--- config.mk ---
export PLATFORM = sky130hd
export DESIGN_NAME = clk_period_meter
export DESIGN_NICKNAME = d
export VERILOG_FILES = /design/src/rtl/clk_period_meter_pkg.sv /design/src/rtl/clk_period_meter_sync_edge_det.sv /design/src/rtl/clk_period_meter.sv
export SDC_FILE = /design/constraint.sdc
export NUM_CORES = 1
export LEC_CHECK = 0
export ABC_AREA = 1
export ABC_CLOCK_PERIOD_IN_PS = 2100
export CORE_MARGIN = 1.5
export CORE_UTILIZATION = 52
export CTS_CLUSTER_SIZE = 20
export DETAILED_ROUTE_END_ITERATION = 7
export GPL_ROUTABILITY_DRIVEN = 0
export PLACE_DENSITY_LB_ADDON = 0.1
export SLEW_MARGIN = 30
export SYNTH_ARGS = -nofsm -noshare
export SYNTH_HDL_FRONTEND = slang
export SYNTH_HIERARCHICAL = 1
export SYNTH_SLANG_ARGS = --single-unit
--- constraint.sdc ---
create_clock -name clk -period 2.1 [get_ports clk]
set_input_delay 0.63 -clock clk [delete_from_list [all_inputs] [get_ports clk]]
set_output_delay 0.63 -clock clk [all_outputs]
set_load 0.02 [all_outputs]
--- src/rtl/clk_period_meter_pkg.sv ---
// Shared types and defaults for the clock period meter.
package clk_meter_pkg;

    localparam int CNT_W_DEF    = 16;
    localparam int LOCK_CNT_DEF = 4;
    // The lock counter is 4 bits wide, so LOCK_CNT can be at most 15.
    localparam int LOCK_W       = 4;

    typedef enum logic [1:0] {
        ST_IDLE,
        ST_WAIT_EDGE,
        ST_MEASURE
    } meter_state_e;

endpackage

--- src/rtl/clk_period_meter_sync_edge_det.sv ---
// Synchronizer chain for an asynchronous input, followed by a rising-edge detector.
module sync_edge_det #(
    parameter int SYNC_STAGES = 2
) (
    input  logic clk,
    input  logic reset,
    input  logic sig_i,
    output logic s_o,
    output logic rise_o
);

    logic [SYNC_STAGES-1:0] sync_q;
    logic                   s_prev_q;

    // Shift the input through the synchronizer and keep the previous synchronized value.
    always_ff @(posedge clk or posedge reset) begin
        if (reset) begin
            sync_q   <= '0;
            s_prev_q <= 1'b0;
        end else begin
            sync_q   <= {sync_q[SYNC_STAGES-2:0], sig_i};
            s_prev_q <= sync_q[SYNC_STAGES-1];
        end
    end

    assign s_o    = sync_q[SYNC_STAGES-1];
    assign rise_o = s_o & ~s_prev_q;

endmodule

--- src/rtl/clk_period_meter.sv ---
// Clock period / high-time meter with lock detection against an expected divide ratio.
// Define CLK_METER_DUTY_EN to build the high-time counter. Without it, high_time is tied to 0.
module clk_period_meter
    import clk_meter_pkg::*;
#(
    parameter int CNT_W       = CNT_W_DEF,
    parameter int SYNC_STAGES = 2,
    parameter int LOCK_CNT    = LOCK_CNT_DEF
) (
    input  logic             clk,
    input  logic             reset,
    input  logic             enable,
    input  logic             sig_in,
    input  logic [CNT_W-1:0] expected_div,
    output logic [CNT_W-1:0] period,
    output logic [CNT_W-1:0] high_time,
    output logic             meas_valid,
    output logic             timeout,
    output logic             locked
);

    localparam logic [CNT_W-1:0]  CNT_MAX  = '1;
    localparam logic [CNT_W-1:0]  CNT_ONE  = CNT_W'(1);
    localparam logic [LOCK_W-1:0] LOCK_TGT = LOCK_W'(LOCK_CNT);
    localparam logic [LOCK_W-1:0] LOCK_ONE = LOCK_W'(1);

    logic s, rise;

    sync_edge_det #(.SYNC_STAGES(SYNC_STAGES)) u_sync (
        .clk    (clk),
        .reset  (reset),
        .sig_i  (sig_in),
        .s_o    (s),
        .rise_o (rise)
    );

    meter_state_e      state_q, state_d;
    logic [CNT_W-1:0]  cnt_q, cnt_d;
    logic [CNT_W-1:0]  period_q, period_d;
    logic              mv_q, mv_d;
    logic              to_q, to_d;
    logic              locked_q, locked_d;
    logic [LOCK_W-1:0] lock_cnt_q, lock_cnt_d;
    logic [LOCK_W-1:0] lock_nxt;
    logic              match;
`ifdef CLK_METER_DUTY_EN
    logic [CNT_W-1:0]  hcnt_q, hcnt_d;
    logic [CNT_W-1:0]  high_q, high_d;
`endif

    // A zero expected_div switches lock checking off.
    assign match    = (cnt_q == expected_div) && (expected_div != '0);
    assign lock_nxt = (lock_cnt_q == LOCK_TGT) ? LOCK_TGT : lock_cnt_q + LOCK_ONE;

    // Next-state logic: the FSM plus the counters it steers.
    always_comb begin
        state_d    = state_q;
        cnt_d      = cnt_q;
        period_d   = period_q;
        mv_d       = 1'b0;
        to_d       = 1'b0;
        locked_d   = locked_q;
        lock_cnt_d = lock_cnt_q;
`ifdef CLK_METER_DUTY_EN
        hcnt_d     = hcnt_q;
        high_d     = high_q;
`endif
        if (!enable) begin
            // Dropping enable discards any partial period and overrides rise and saturation.
            state_d    = ST_IDLE;
            cnt_d      = '0;
            locked_d   = 1'b0;
            lock_cnt_d = '0;
`ifdef CLK_METER_DUTY_EN
            hcnt_d     = '0;
`endif
        end else begin
            unique case (state_q)
                ST_IDLE: begin
                    cnt_d      = '0;
                    locked_d   = 1'b0;
                    lock_cnt_d = '0;
`ifdef CLK_METER_DUTY_EN
                    hcnt_d     = '0;
`endif
                    state_d    = ST_WAIT_EDGE;
                end
                ST_WAIT_EDGE: begin
                    // The first rise only opens a period; nothing is reported yet.
                    if (rise) begin
                        cnt_d   = CNT_ONE;
`ifdef CLK_METER_DUTY_EN
                        hcnt_d  = CNT_ONE;
`endif
                        state_d = ST_MEASURE;
                    end
                end
                ST_MEASURE: begin
                    if (cnt_q == CNT_MAX) begin
                        // A saturated counter wins over a coincident rise; that period is discarded.
                        to_d       = 1'b1;
                        locked_d   = 1'b0;
                        lock_cnt_d = '0;
                        state_d    = ST_WAIT_EDGE;
                    end else if (rise) begin
                        period_d = cnt_q;
                        mv_d     = 1'b1;
                        cnt_d    = CNT_ONE;
`ifdef CLK_METER_DUTY_EN
                        high_d   = hcnt_q;
                        hcnt_d   = CNT_ONE;
`endif
                        if (match) begin
                            lock_cnt_d = lock_nxt;
                            locked_d   = (lock_nxt == LOCK_TGT);
                        end else begin
                            lock_cnt_d = '0;
                            locked_d   = 1'b0;
                        end
                    end else begin
                        cnt_d  = cnt_q + CNT_ONE;
`ifdef CLK_METER_DUTY_EN
                        hcnt_d = hcnt_q + CNT_W'(s);
`endif
                    end
                end
                default: state_d = ST_IDLE;
            endcase
        end
    end

    // State and result registers.
    always_ff @(posedge clk or posedge reset) begin
        if (reset) begin
            state_q    <= ST_IDLE;
            cnt_q      <= '0;
            period_q   <= '0;
            mv_q       <= 1'b0;
            to_q       <= 1'b0;
            locked_q   <= 1'b0;
            lock_cnt_q <= '0;
`ifdef CLK_METER_DUTY_EN
            hcnt_q     <= '0;
            high_q     <= '0;
`endif
        end else begin
            state_q    <= state_d;
            cnt_q      <= cnt_d;
            period_q   <= period_d;
            mv_q       <= mv_d;
            to_q       <= to_d;
            locked_q   <= locked_d;
            lock_cnt_q <= lock_cnt_d;
`ifdef CLK_METER_DUTY_EN
            hcnt_q     <= hcnt_d;
            high_q     <= high_d;
`endif
        end
    end

    assign period     = period_q;
    assign meas_valid = mv_q;
    assign timeout    = to_q;
    assign locked     = locked_q;
`ifdef CLK_METER_DUTY_EN
    assign high_time  = high_q;
`else
    logic unused_s;
    assign unused_s   = s;
    assign high_time  = '0;
`endif

endmodule

==> After elaboration in Yosys (flattened, before gate mapping) <==
Index checks and enable logic that the tools add are counted.
Widths: inputs -> output; s select.
{ "classes": {"n_addsub": 2, "n_eq_ne": 12, "mux": 27, "bitwise": 3, "n_reduce_logical": 7} }
{ "op_table": {"columns": ["cell", "n"], "rows": [
  ["$mux 16", 4],
  ["$pmux 16 s3", 1],
  ["$mux 4", 5],
  ["$add 16x1->16 const B", 1],
  ["$eq 16x16->1", 1],
  ["$eq 16x16->1 const B", 1],
  ["$reduce_bool 16->1", 1],
  ["$mux 1", 11],
  ["$ne 3x3->1 const B", 3],
  ["$eq 4x3->1 const B", 2],
  ["$pmux 4 s2", 1],
  ["$mux 2", 3],
  ["$pmux 2 s3", 1],
  ["$add 4x1->4 const B", 1],
  ["$ne 4x1->1 const B", 1],
  ["$ne 4x4->1 const B", 1],
  ["$reduce_and 2->1", 2],
  ["$reduce_and 4->1", 1],
  ["$ne 3x1->1 const B", 1],
  ["$reduce_and 3->1", 1],
  ["$eq 2x1->1 const B", 1],
  ["$eq 2x2->1 const B", 1],
  ["$logic_not 2->1", 1],
  ["$not 1->1", 2],
  ["other kinds (3)", 3]
]} }
{ "totals": {"ff_bits": 44, "inputBits": 20, "out_inout_bits": 35} }

==> Longest topological paths before layout <==
Gate-level depths: netlist of run 1.
{ "logic_depth": {"depth_word": 8, "mapped_depth": 13} }

==> Cells and area by module <==
The synthesis of run 1 kept the hierarchy.
{ "by_module_without_submodules": {"columns": ["module", "instances", "cells_each", "area_per_inst_um2", "seq_area_each_um2"], "rows": [
  ["clk_period_meter", 1, 373, 2683.8, 1026.0],
  ["sync_edge_det", 1, 6, 88.8, 75.1]
]} }

==> Least setup slack after synthesis of run 1 <==
Ideal clock, no wire load.
{ "synth_path": {"path_kind": "reg-to-reg", "start": "reg cnt_q[0]", "end": "reg cnt_q[12]", "setup_ps": 117, "arrival_time_ps": 1622, "required_ps": 1983, "setup_slack_ps": 362, "stages_incl_launch_ff": 14, "n_path_buf": 1, "cell_sequence": "dfrtp_1 > ha_1 > nand2_2 > nor2_2 > nand2_2 > nor2_4 > nand3_4 > nand2_4 > inv_2 > buf_6 > nand2_1 > nand2_1 > nand2_1 > nor2_1"} }
{ "synth_between": {"elab_chain_cells": 5, "elab_cells_between_ends": 8, "cone_classes": "add/sub: 1; eq/ne: 2; mux: 4; reduce/logical: 1"} }
{ "synth_rtl": {"columns": ["item", "line", "text"], "rows": [
  ["start, declared", "clk_period_meter.sv:38", "logic [CNT_W-1:0] cnt_q, cnt_d;"],
  ["start signal, assigned", "clk_period_meter.sv:148", "cnt_q <= cnt_d;"],
  ["$add 16x1->16", "clk_period_meter.sv:121", "cnt_d = cnt_q + CNT_ONE;"],
  ["$mux 16", "clk_period_meter.sv:105", "end else if (rise) begin"],
  ["$mux 16", "clk_period_meter.sv:99", "if (cnt_q == CNT_MAX) begin"],
  ["$pmux 16 s3", "clk_period_meter.sv:78", "unique case (state_q)"],
  ["$mux 16", "clk_period_meter.sv:68", "if (!enable) begin"]
]} }
Several ways; a longest one is shown, not always the timed one. The select of a mux whose other input is x is not followed.
A chain may end at the register's enable or synchronous reset.

==> Worst setup path after layout of run 1 <==
{ "layout_path": {"start": "reg locked_q, in the netlist locked", "end": "out locked"} }
{ "layout_rtl": {"columns": ["item", "line", "text"], "rows": [
  ["start, declared", "clk_period_meter.sv:42", "logic locked_q, locked_d;"],
  ["start signal, assigned", "clk_period_meter.sv:152", "locked_q <= locked_d;"],
  ["end, declared", "clk_period_meter.sv:19", "output logic locked"]
]} }
No word-level cell between the ends.

==> reports/results.tsv, run 1 <==
stage	metric	value	unit
clock_network	clk_latency	0.29	ns
timing	max_freq	0.5262	GHz
yosys	ys_warn_count	6	
grt	use_met2	0.3757	
cells_and_area	ff_latch_area	1101	µm²
yosys	ys_seq_area_frac	0.3971	
timing	hold_viol_final	0	
critical_path	start_kind	flop	
power	power.leakage	1.533	nW
detailed_routing	wire_per_inst	12.50	µm
clock_network	clock-sinks	44	
detailed_routing	avgViaCountPerCell	4.934	
yosys	synth-edff-count	0	
detailed_routing	drc	0	
grt	grt-ovfl-total	0	
floorplanning	die_w	76.02	µm
timing	rsz0062_at_grt	no	
critical_path	crit_path_end_kind	output port	
critical_path	required	1.47	ns
yosys	avgSynthCellArea	7.316	µm²
yosys	syn_inst	379	
power	vdd_ir_drop_max	0.0003294	V
yosys	syn_area	2773	µm²
placed_design	dpl_cell_area	3266	µm²
yosys	synth_cell_type_count	29	
grt	grt_pass1_vias	2294	
floorplanning	die_height	76.02	µm
hold_path	min_path_type	reg -> reg	
grt	use_met1	0.3098	
timing	worst_clock_skew	0.003511	ns
grt	top_usage_layer	met2	
yosys	synth_top_area_frac	0.3971	
timing	setup_ws	0.1996	ns
power	power.total	2.169	mW
yosys	synth_largest_area_cell	dfrtp_1	
critical_path	crit_buf_inv	1	
power	powerDensity	638.9	nW/µm²
clock_network	clk_pin_slew	0.08	ns
yosys	ys.flop_type	dfrtp_1	
critical_path	rrSetupSlack	0.24	ns
cells_and_area	post-route-util	0.6604	
critical_path	slowest_delay	0.61	ns
floorplanning	ioPinCount	55	
outcome	status	completed	
yosys	ys_ff_latch	44	
placed_design	hpwl	4742	µm
critical_path	crit_fanout	2	
timing	finalSetupViolCount	0	
grt	antenna_found_initial	0	
run	drv_cap	0	
critical_path	path_delay_family	buffers and inverters	
detailed_routing	antenna_left	0	
cells_and_area	fin_nets	457	
grt	grt_pass1_wl	10560	µm
clock_network	cts_buffers	5	
grt	grt_start_max_net_pins	42	
detailed_routing	first_iter_violations	155	
timing	maxSlewViolCount	0	
placed_design	io_buffer_count	38	
grt	met3_usage	0.03593	
floorplanning	dieArea	5779	µm²
yosys	ys_top_cells_by_count	nand2_1, inv_1, dfrtp_1	
clock_network	cts_buffer_depth	2	
yosys	yosysMostFrequentCell	nand2_1	
critical_path	crit_chain	clkdlybuf4s50_1	
floorplanning	rows	26	
cells_and_area	finish.instance_area	3395	µm²
cells_and_area	nFillCells	486	
detailed_routing	vias	2472	
yosys	synthTopCellsByArea	dfrtp_1, nand2_1, inv_1, nor2_1, xnor2_1	
detailed_routing	first_pass_iters	4	
grt	track_usage	0.2269	
critical_path	arrival	1.27	ns
clock_network	cts.htree.levels	2	
floorplanning	core_area	5140	µm²
critical_path	crit_type	reg -> out	
critical_path	cp_slowest_cell	clkdlybuf4s50_1	
clock_network	cts_tree	built	
cells_and_area	drive_above_1_share	0.1044	
cells_and_area	antenna_cells	0	
placed_design	dp_slack	-0.1826	ns
cells_and_area	syn_to_final_growth	22.43	%
timing	finalCritPeriodShare	0.9049	
cells_and_area	multiInputGateArea	1383	µm²
clock_network	cts-root-buf	clkbuf_8	
floorplanning	initial_core_util	0.5394	
detailed_routing	routed_wl	6263	µm
timing	period_needed	1.900	ns
yosys	async_reset_ff_frac	1.000	
## cells by family after synthesis
logic type               synth area share
flip-flops                         0.3971
buffers and inverters              0.1245
other                            0.001352
AO/OA/AOI/OAI                     0.07266
adder cells (fa/ha/maj)           0.03159
XOR/XNOR                          0.05054
AND/OR/NAND/NOR                    0.3222
## final cells by class
| cell class | count | area share |
|---|---|---|
| Multi-Input combinational cell | 278 | 0.4073 |
| Sequential cell | 44 | 0.3244 |
| Timing Repair Buffer | 52 | 0.1504 |
| Inverter | 49 | 0.05492 |
| Clock buffer | 7 | 0.02838 |
| Tap cell | 70 | 0.02580 |
| Clock inverter | 1 | 0.008846 |
## where the power goes
group | switching, mW | internal, mW
Clock | 0.288 | 0.420
Combinational | 0.367 | 0.202
Sequential | 0.0193 | 0.873
Total | 0.674 | 1.50
## metrics by stage
stage          cells  setup TNS (ns)  hold slack [ns]
6_report         501               0           0.3504
5_1_grt          501               0           0.3720
4_1_cts          501               0           0.3546
3_5_place_dp     493          -2.220           0.3358
3_3_place_gp     493          -1.340           0.3335
2_1_floorplan    394               0           0.3312
## path summary, 6_finish.rpt
check / from / to / cells past startpoint
max in group asynchronous: reset / period[5] / 3
hold / removal: u_sync/sync_q[0] / u_sync/sync_q[1] / 0
setup / recovery: locked / locked / 1
hold reg to reg: u_sync/sync_q[0] / u_sync/sync_q[1] / 0
setup reg to reg: cnt_q[1] / state_q[1] / 10
min in group asynchronous: reset / u_sync/sync_q[0] / 2
## layer usage
layer	vias to the layer above	wire, µm
li1	1255	-
met1	1127	2930
met2	81	3002
met3	9	290
met4	0	40
met5	-	0
## flip-flops by register name, summed over array words and instances, names as in the netlist
name             flops
cnt_q               16
period              16
lock_cnt_q           4
state_q              2
u_sync/sync_q        2
locked               1
meas_valid           1
timeout              1
u_sync/s_prev_q      1
## repair_timing
| item | 4_1_cts | 5_1_grt |
|---|---|---|
| gates resized for setup | 0 | 2 |
| buffers inserted | 0 | 0 |
| hold endpoints to repair | 0 | 0 |
| hold buffers | 0 | 0 |
| setup endpoints to repair | 0 | 10 |
## cell usage in the layout (no fill, tap or decap)
| master | Yosys | layout |
|---|---|---|
| inv_2 | 4 | 3 |
| nor2_1 | 42 | 42 |
| nand3_1 | 20 | 20 |
| o21ai_0 | 19 | 19 |
| nand2_2 | 4 | 4 |
| a21oi_1 | 7 | 7 |
| nand2_4 | 1 | 1 |
| nand2_8 | 1 | 1 |
| bufinv_16 | 0 | 1 |
| nor2_4 | 1 | 1 |
| nand3b_1 | 1 | 1 |
| nor2_2 | 8 | 8 |
| nor3_2 | 1 | 1 |
| inv_1 | 45 | 45 |
| nand4_1 | 7 | 7 |
| xnor2_1 | 15 | 15 |
| o21ai_1 | 8 | 8 |
| dfrtp_1 | 44 | 44 |
| clkdlybuf4s50_1 | 0 | 38 |
| a21o_1 | 1 | 1 |
| buf_12 | 0 | 2 |
| nor3_1 | 9 | 9 |
| clkbuf_8 | 0 | 7 |
| ha_1 | 7 | 7 |
| conb_1 | 1 | 16 |
| buf_4 | 16 | 12 |
| a31oi_1 | 1 | 1 |
| inv_4 | 0 | 1 |
| xor2_1 | 1 | 1 |
| nand3_4 | 1 | 1 |
| a21oi_2 | 2 | 2 |
| nand2_1 | 105 | 105 |
## worst register-to-register path, cell delays in order, from the launching register on
cell	delay (ns)
dfrtp_1	0.40
ha_1	0.28
nand2_2	0.10
nor2_2	0.16
nand2_2	0.11
nor2_4	0.16
a21oi_2	0.08
buf_4	0.15
nor3_1	0.19
nand2_1	0.08
o21ai_0	0.08
Power figures use the tool's default switching activity.
==> run 2: changes to the inputs <==
--- a/config.mk
+++ b/config.mk
@@ -8,7 +8,7 @@
 export ABC_AREA = 1
 export ABC_CLOCK_PERIOD_IN_PS = 2100
 export CORE_MARGIN = 1.5
-export CORE_UTILIZATION = 52
+export CORE_UTILIZATION = 35
 export CTS_CLUSTER_SIZE = 20
 export DETAILED_ROUTE_END_ITERATION = 7
 export GPL_ROUTABILITY_DRIVEN = 0
==> run 2 against run 1 <==
Net effect: worst setup slack got worse by 0.0033 ns; register-to-register slack barely moved; non-clock buffer count rose by 2; power fell by 4.1%; critical path type unchanged; clock power fell by 21%.
==> reports/results.tsv, run 2 (synthesized netlist as in run 1, its figures left out) <==
stage	metric	value	unit	change
critical_path	slowest_delay	0.61	ns	about the same
cells_and_area	mostFrequentLayoutCells	nand2_1, inv_1, dfrtp_1, nor2_1, clkdlybuf4s50_1		unchanged
detailed_routing	wire_per_inst	12.09	µm	was 12.50 µm
critical_path	r2r_cells	10		unchanged
cells_and_area	drive_above_1_share	0.1085		was 0.1044
timing	finalCritPeriodShare	0.9065		was 0.9049
outcome	status	completed		unchanged
grt	grt_pass1_wl	11260	µm	was 10560 µm
detailed_routing	avgViaCountPerCell	4.450		was 4.934
hold_path	min_from	u_sync/sync_q[0]		unchanged
clock_network	cts_buffer_depth	2		unchanged
placed_design	io_buffer_count	38		unchanged
floorplanning	dieArea	8465	µm²	was 5779 µm²
floorplanning	die_height	92.01	µm	was 76.02 µm
timing	worst_clock_skew	0.005830	ns	was 0.003511 ns
floorplanning	die_w	92.01	µm	was 76.02 µm
cells_and_area	syn_to_final_growth	23.69	%	was 22.43%
clock_network	clk_latency	0.30	ns	was 0.29 ns
run	drv_cap	0		unchanged
power	powerDensity	606.4	nW/µm²	was 638.9 nW/µm²
clock_network	cts.htree.levels	2		unchanged
timing	fin_setup_tns	0	ns	unchanged
power	power.total	2.080	mW	was 2.169 mW
cells_and_area	final_common_cell	nand2_1		unchanged
cells_and_area	ff_latch_area	1101	µm²	unchanged
grt	track_usage	0.1686		was 0.2269
timing	max_freq	0.5253	GHz	was 0.5262 GHz
hold_path	hold_depth	0		unchanged
floorplanning	rows	32		was 26
critical_path	cp_slowest_cell	clkdlybuf4s50_1		unchanged
cells_and_area	nFillCells	851		was 486
placed_design	hpwl	5118	µm	was 4742 µm
hold_path	min_path_type	reg -> reg		unchanged
detailed_routing	first_pass_iters	4		unchanged
timing	rsz0062_at_grt	no		unchanged
critical_path	required	1.47	ns	about the same
grt	grt_pass1_vias	2300		was 2294
critical_path	crit_path_end_kind	output port		unchanged
detailed_routing	first_iter_violations	77		was 155
grt	grt-ovfl-total	0		unchanged
placed_design	dpl_cell_area	3333	µm²	was 3266 µm²
floorplanning	ioPinCount	55		unchanged
critical_path	start_kind	flop		unchanged
detailed_routing	routed_wl	6466	µm	was 6263 µm
clock_network	cts-root-buf	clkbuf_8		unchanged
critical_path	rrSetupSlack	0.23	ns	was 0.24 ns
hold_path	hold_end	u_sync/sync_q[1]		unchanged
detailed_routing	drc	0		unchanged
floorplanning	core_area	7687	µm²	was 5140 µm²
cells_and_area	fin_nets	459		was 457
cells_and_area	multiInputGateArea	1385	µm²	was 1383 µm²
floorplanning	initial_core_util	0.3607		was 0.5394
critical_path	arrival	1.27	ns	about the same
power	vdd_ir_drop_max	0.0003108	V	was 0.0003294 V
clock_network	ctsResizeCount	0		unchanged
cells_and_area	antenna_cells	0		unchanged
timing	maxSlewViolCount	0		unchanged
clock_network	cts_tree	built		unchanged
timing	period_needed	1.904	ns	was 1.900 ns
clock_network	clk_pin_slew	0.09	ns	was 0.08 ns
timing	hold_viol_final	0		unchanged
cells_and_area	finish.instance_area	3430	µm²	was 3395 µm²
clock_network	clock-sinks	44		unchanged
timing	finalSetupViolCount	0		unchanged
clock_network	hold_buffers	0		unchanged
clock_network	cts_buffers	5		unchanged
critical_path	crit_type	reg -> out		unchanged
critical_path	crit_chain	clkdlybuf4s50_1		unchanged
grt	antenna_found_initial	0		unchanged
detailed_routing	vias	2381		was 2472
critical_path	reg2reg_to	state_q[0]		was state_q[1]
critical_path	r2r_start	cnt_q[1]		unchanged
critical_path	cp_num_cells	1		unchanged
critical_path	path_delay_family	buffers and inverters		unchanged
critical_path	crit_buf_inv	1		unchanged
power	power.leakage	1.524	nW	was 1.533 nW
clock_network	cts_setup_buffers	0		unchanged
grt	grt_start_max_net_pins	42		unchanged
detailed_routing	antenna_left	0		unchanged
critical_path	crit_fanout	2		unchanged
-- run 2: worst max path at each step --
stage | to | slack (ns) | startpoint
2_1_floorplan | cnt_q[12] | 0.36 | cnt_q[0]
3_3_place_gp | cnt_q[11] | -0.07 | enable
3_5_place_dp | cnt_q[10] | -0.11 | enable
4_1_cts | state_q[0] | 0.17 | cnt_q[1]
5_1_grt | state_q[0] | 0.03 | cnt_q[1]
6_report | period[9] | 0.20 | period[9]
-- run 2: final cells by class --
class                   instances  area share
flip-flops and latches         44      0.3211
repair buffers                 54      0.1569
clock buffers                   7     0.02517
inverters                      49     0.05363
multi-input cells             278      0.4039
well taps                     102     0.03721
clock inverters                 1    0.002189
-- run 2: per-layer routing --
layer | GRT usage | vias to the layer above | wire length [µm]
li1 | - | 1255 | -
met1 | 0.2338 | 1049 | 3118
met2 | 0.2642 | 67 | 2921
met3 | 0.03317 | 10 | 315
met4 | 0.05256 | 0 | 110
met5 | 0 | - | 0
-- run 2: per-stage QoR --
stage	instances	utilization	worst slack, ns	hold slack, ns
final	535	0.4461	0.1963	0.3771
after global routing	535	0.4461	0.02641	0.3953
after detailed placement	527	0.4336	-0.1074	0.3543
after global placement	527	0.4336	-0.06883	0.3315
after CTS	535	0.4458	0.1659	0.3746
after floorplan	394	-	0.3615	0.3312
-- run 2: report_power, final --
group / switching, mW / total (mW) / internal (mW)
sequential: 0.0190 / 0.892 / 0.873
clock: 0.294 / 0.561 / 0.268
combinational: 0.382 / 0.626 / 0.245
total: 0.694 / 2.08 / 1.39
-- run 2: worst register-to-register path, cell delays in order, from the launching register on --
cell,delay [ns]
dfrtp_1,0.41
ha_2,0.25
nand2_2,0.08
nor2_2,0.15
nand2_2,0.12
nor2_4,0.16
a21oi_2,0.08
buf_4,0.14
nor3_1,0.23
nand2_1,0.08
o21ai_0,0.10
==> run 3: changes to the inputs <==
--- a/config.mk
+++ b/config.mk
@@ -6,7 +6,7 @@
 export NUM_CORES = 1
 export LEC_CHECK = 0
 export ABC_AREA = 1
-export ABC_CLOCK_PERIOD_IN_PS = 2100
+export ABC_CLOCK_PERIOD_IN_PS = 2300
 export CORE_MARGIN = 1.5
 export CORE_UTILIZATION = 35
 export CTS_CLUSTER_SIZE = 20
==> constraint.sdc (replaced) <==
create_clock -name clk -period 2.3 [get_ports clk]
set_input_delay 0.69 -clock clk [delete_from_list [all_inputs] [get_ports clk]]
set_output_delay 0.69 -clock clk [all_outputs]
set_load 0.02 [all_outputs]
==> run 3 against run 2 <==
Net effect: cell count shrank 0.75%; clock skew grew 0.0050 ns; worst setup slack gained 0.089 ns; critical path type is now reg -> reg; largest power group unchanged; highest routed layer unchanged.
==> reports/results.tsv, run 3 (synthesized netlist as in run 1, its figures left out) <==
stage	metric	value	unit	change
detailed_routing	avgViaCountPerCell	4.476		was 4.450
critical_path	start_kind	flop		unchanged
clock_network	cts_setup_buffers	0		unchanged
placed_design	dp.cells	523		was 527
power	power.leakage	1.506	nW	was 1.524 nW
detailed_routing	routed_wl	6429	µm	was 6466 µm
clock_network	cts_buffers	5		unchanged
grt	antenna_found_initial	0		unchanged
timing	tightest_slew	0.5451	ns	
critical_path	crit_fanout	5		was 2
clock_network	clk_latency	0.30	ns	about the same
detailed_routing	wire_per_inst	12.11	µm	was 12.09 µm
cells_and_area	mostFrequentLayoutCells	nand2_1, inv_1, dfrtp_1, nor2_1, clkdlybuf4s50_1		unchanged
power	p_comb_frac	0.289		was 0.301
timing	hold_viol_final	0		unchanged
timing	worst_clock_skew	0.01082	ns	was 0.005830 ns
floorplanning	rows	32		unchanged
floorplanning	die_height	92.01	µm	unchanged
clock_network	clock-sinks	44		unchanged
floorplanning	ioPinCount	55		unchanged
grt	grt_start_max_net_pins	42		unchanged
critical_path	arrival	2.23	ns	was 1.27 ns
cells_and_area	nFillCells	838		was 851
detailed_routing	vias	2377		was 2381
power	p_clk_frac	0.278		was 0.270
detailed_routing	drc	0		unchanged
critical_path	rrSetupSlack	0.29	ns	was 0.23 ns
placed_design	hpwl	4948	µm	was 5118 µm
detailed_routing	first_pass_iters	4		unchanged
clock_network	cts.htree.levels	2		unchanged
detailed_routing	first_iter_violations	106		was 77
critical_path	slowest_delay	0.44	ns	was 0.61 ns
power	powerDensity	556.6	nW/µm²	was 606.4 nW/µm²
hold_path	min_path_type	reg -> reg		unchanged
critical_path	required	2.51	ns	was 1.47 ns
critical_path	path_delay_family	simple AND/OR/NAND/NOR gates		was buffers and inverters
grt	track_usage	0.1636		was 0.1686
detailed_routing	antenna_left	0		unchanged
floorplanning	die_w	92.01	µm	unchanged
floorplanning	core_area	7687	µm²	unchanged
cells_and_area	layoutNonFillerInstCount	531		was 535
grt	grt-ovfl-total	0		unchanged
critical_path	crit_buf_inv	1		unchanged
timing	max_freq	0.4963	GHz	
cells_and_area	post-route-util	0.4419		was 0.4461
critical_path	cp_slowest_cell	dfrtp_1		was clkdlybuf4s50_1
grt	grt_pass1_wl	10760	µm	was 11260 µm
run	drv_cap	0		unchanged
clock_network	clk_pin_slew	0.08	ns	was 0.09 ns
cells_and_area	antenna_cells	0		unchanged
power	vdd_ir_drop_max	0.0002417	V	was 0.0003108 V
timing	period_needed	2.015	ns	
cells_and_area	syn_to_final_growth	22.52	%	was 23.69%
critical_path	critical_path.most_common_cell	nand2_2		
critical_path	crit_path_end_kind	flop		was output port
clock_network	hold_buffers	0		unchanged
grt	grt_pass1_vias	2135		was 2300
timing	maxSlewViolCount	0		unchanged
power	p_int	1.249	mW	was 1.385 mW
timing	finalSetupViolCount	0		unchanged
power	seq_power_share	0.433		was 0.429
floorplanning	initial_core_util	0.3607		unchanged
timing	rsz0062_at_grt	no		unchanged
clock_network	cts-root-buf	clkbuf_8		unchanged
cells_and_area	fin_nets	455		was 459
critical_path	crit_chain	ha_1, nand2_2, nor2_2, nand2_2, nor2_4, a21oi_2, buf_4, nor3_1, nand2_1, o21ai_0		was clkdlybuf4s50_1
clock_network	cts_tree	built		unchanged
cells_and_area	final_common_cell	nand2_1		unchanged
floorplanning	dieArea	8465	µm²	unchanged
critical_path	crit_type	reg -> reg		was reg -> out
clock_network	ctsResizeCount	0		unchanged
timing	fin_setup_tns	0	ns	unchanged
power	p_sw_frac	0.3395		was 0.3338
clock_network	cts_buffer_depth	2		unchanged
outcome	status	completed		unchanged
timing	finalCritPeriodShare	0.8760		
timing	max_slew_margin	0.6338		
placed_design	io_buffer_count	38		unchanged
power	switchingPower	0.6418	mW	was 0.6941 mW
cells_and_area	drive_above_1_share	0.09790		was 0.1085
run 3: metal layers:
metal  track usage  wire, µm  vias up  part of all wire
met5             0         0        -                 0
met4       0.04615        95        0             0.015
met3       0.03151       273        8             0.042
met2        0.2451      2827       60              0.44
met1        0.2385      3233     1060              0.50
li1              -         -     1249                 -
run 3: final cells by class:
| type | instances | area, µm² | share of cell area |
|---|---|---|---|
| multi-input cells | 278 | 1383 | 0.4070 |
| flip-flops and latches | 44 | 1101 | 0.3241 |
| repair buffers | 50 | 508.0 | 0.1495 |
| inverters | 49 | 183.9 | 0.05414 |
| well taps | 102 | 127.6 | 0.03757 |
| clock buffers | 7 | 86.33 | 0.02541 |
| clock inverters | 1 | 7.507 | 0.002210 |
run 3: through the flow:
step           hold slack, ns  area, µm²  power [mW]  worst slack (ns)
2_1_floorplan          0.3312       2829       1.193            0.5615
3_3_place_gp           0.3313       3303       1.382           0.07234
3_5_place_dp           0.3401       3303       1.384           0.03540
4_1_cts                0.3600       3397       1.908            0.3166
5_1_grt                0.3720       3397       2.012            0.1010
6_report               0.3597       3397       1.891            0.2852
run 3: path summary, 6_finish.rpt:
| path | from | cells past startpoint | endpoint |
|---|---|---|---|
| worst min register to register | u_sync/sync_q[0] | 0 | u_sync/sync_q[1] |
| worst max register to register | cnt_q[0] | 10 | state_q[0] |
| worst max-delay path | cnt_q[0] | 10 | state_q[0] |
| min in group asynchronous | reset | 2 | u_sync/sync_q[0] |
| worst min-delay path | u_sync/sync_q[0] | 0 | u_sync/sync_q[1] |
| max in group asynchronous | reset | 3 | lock_cnt_q[0] |
run 3: power by group through the flow:
stage	registers, mW	clock network (mW)	logic [mW]
2_1_floorplan	0.837	0	0.356
3_3_place_gp	0.834	0	0.547
3_5_place_dp	0.834	0	0.549
4_1_cts	0.819	0.536	0.553
5_1_grt	0.823	0.576	0.613
6_report	0.819	0.525	0.547
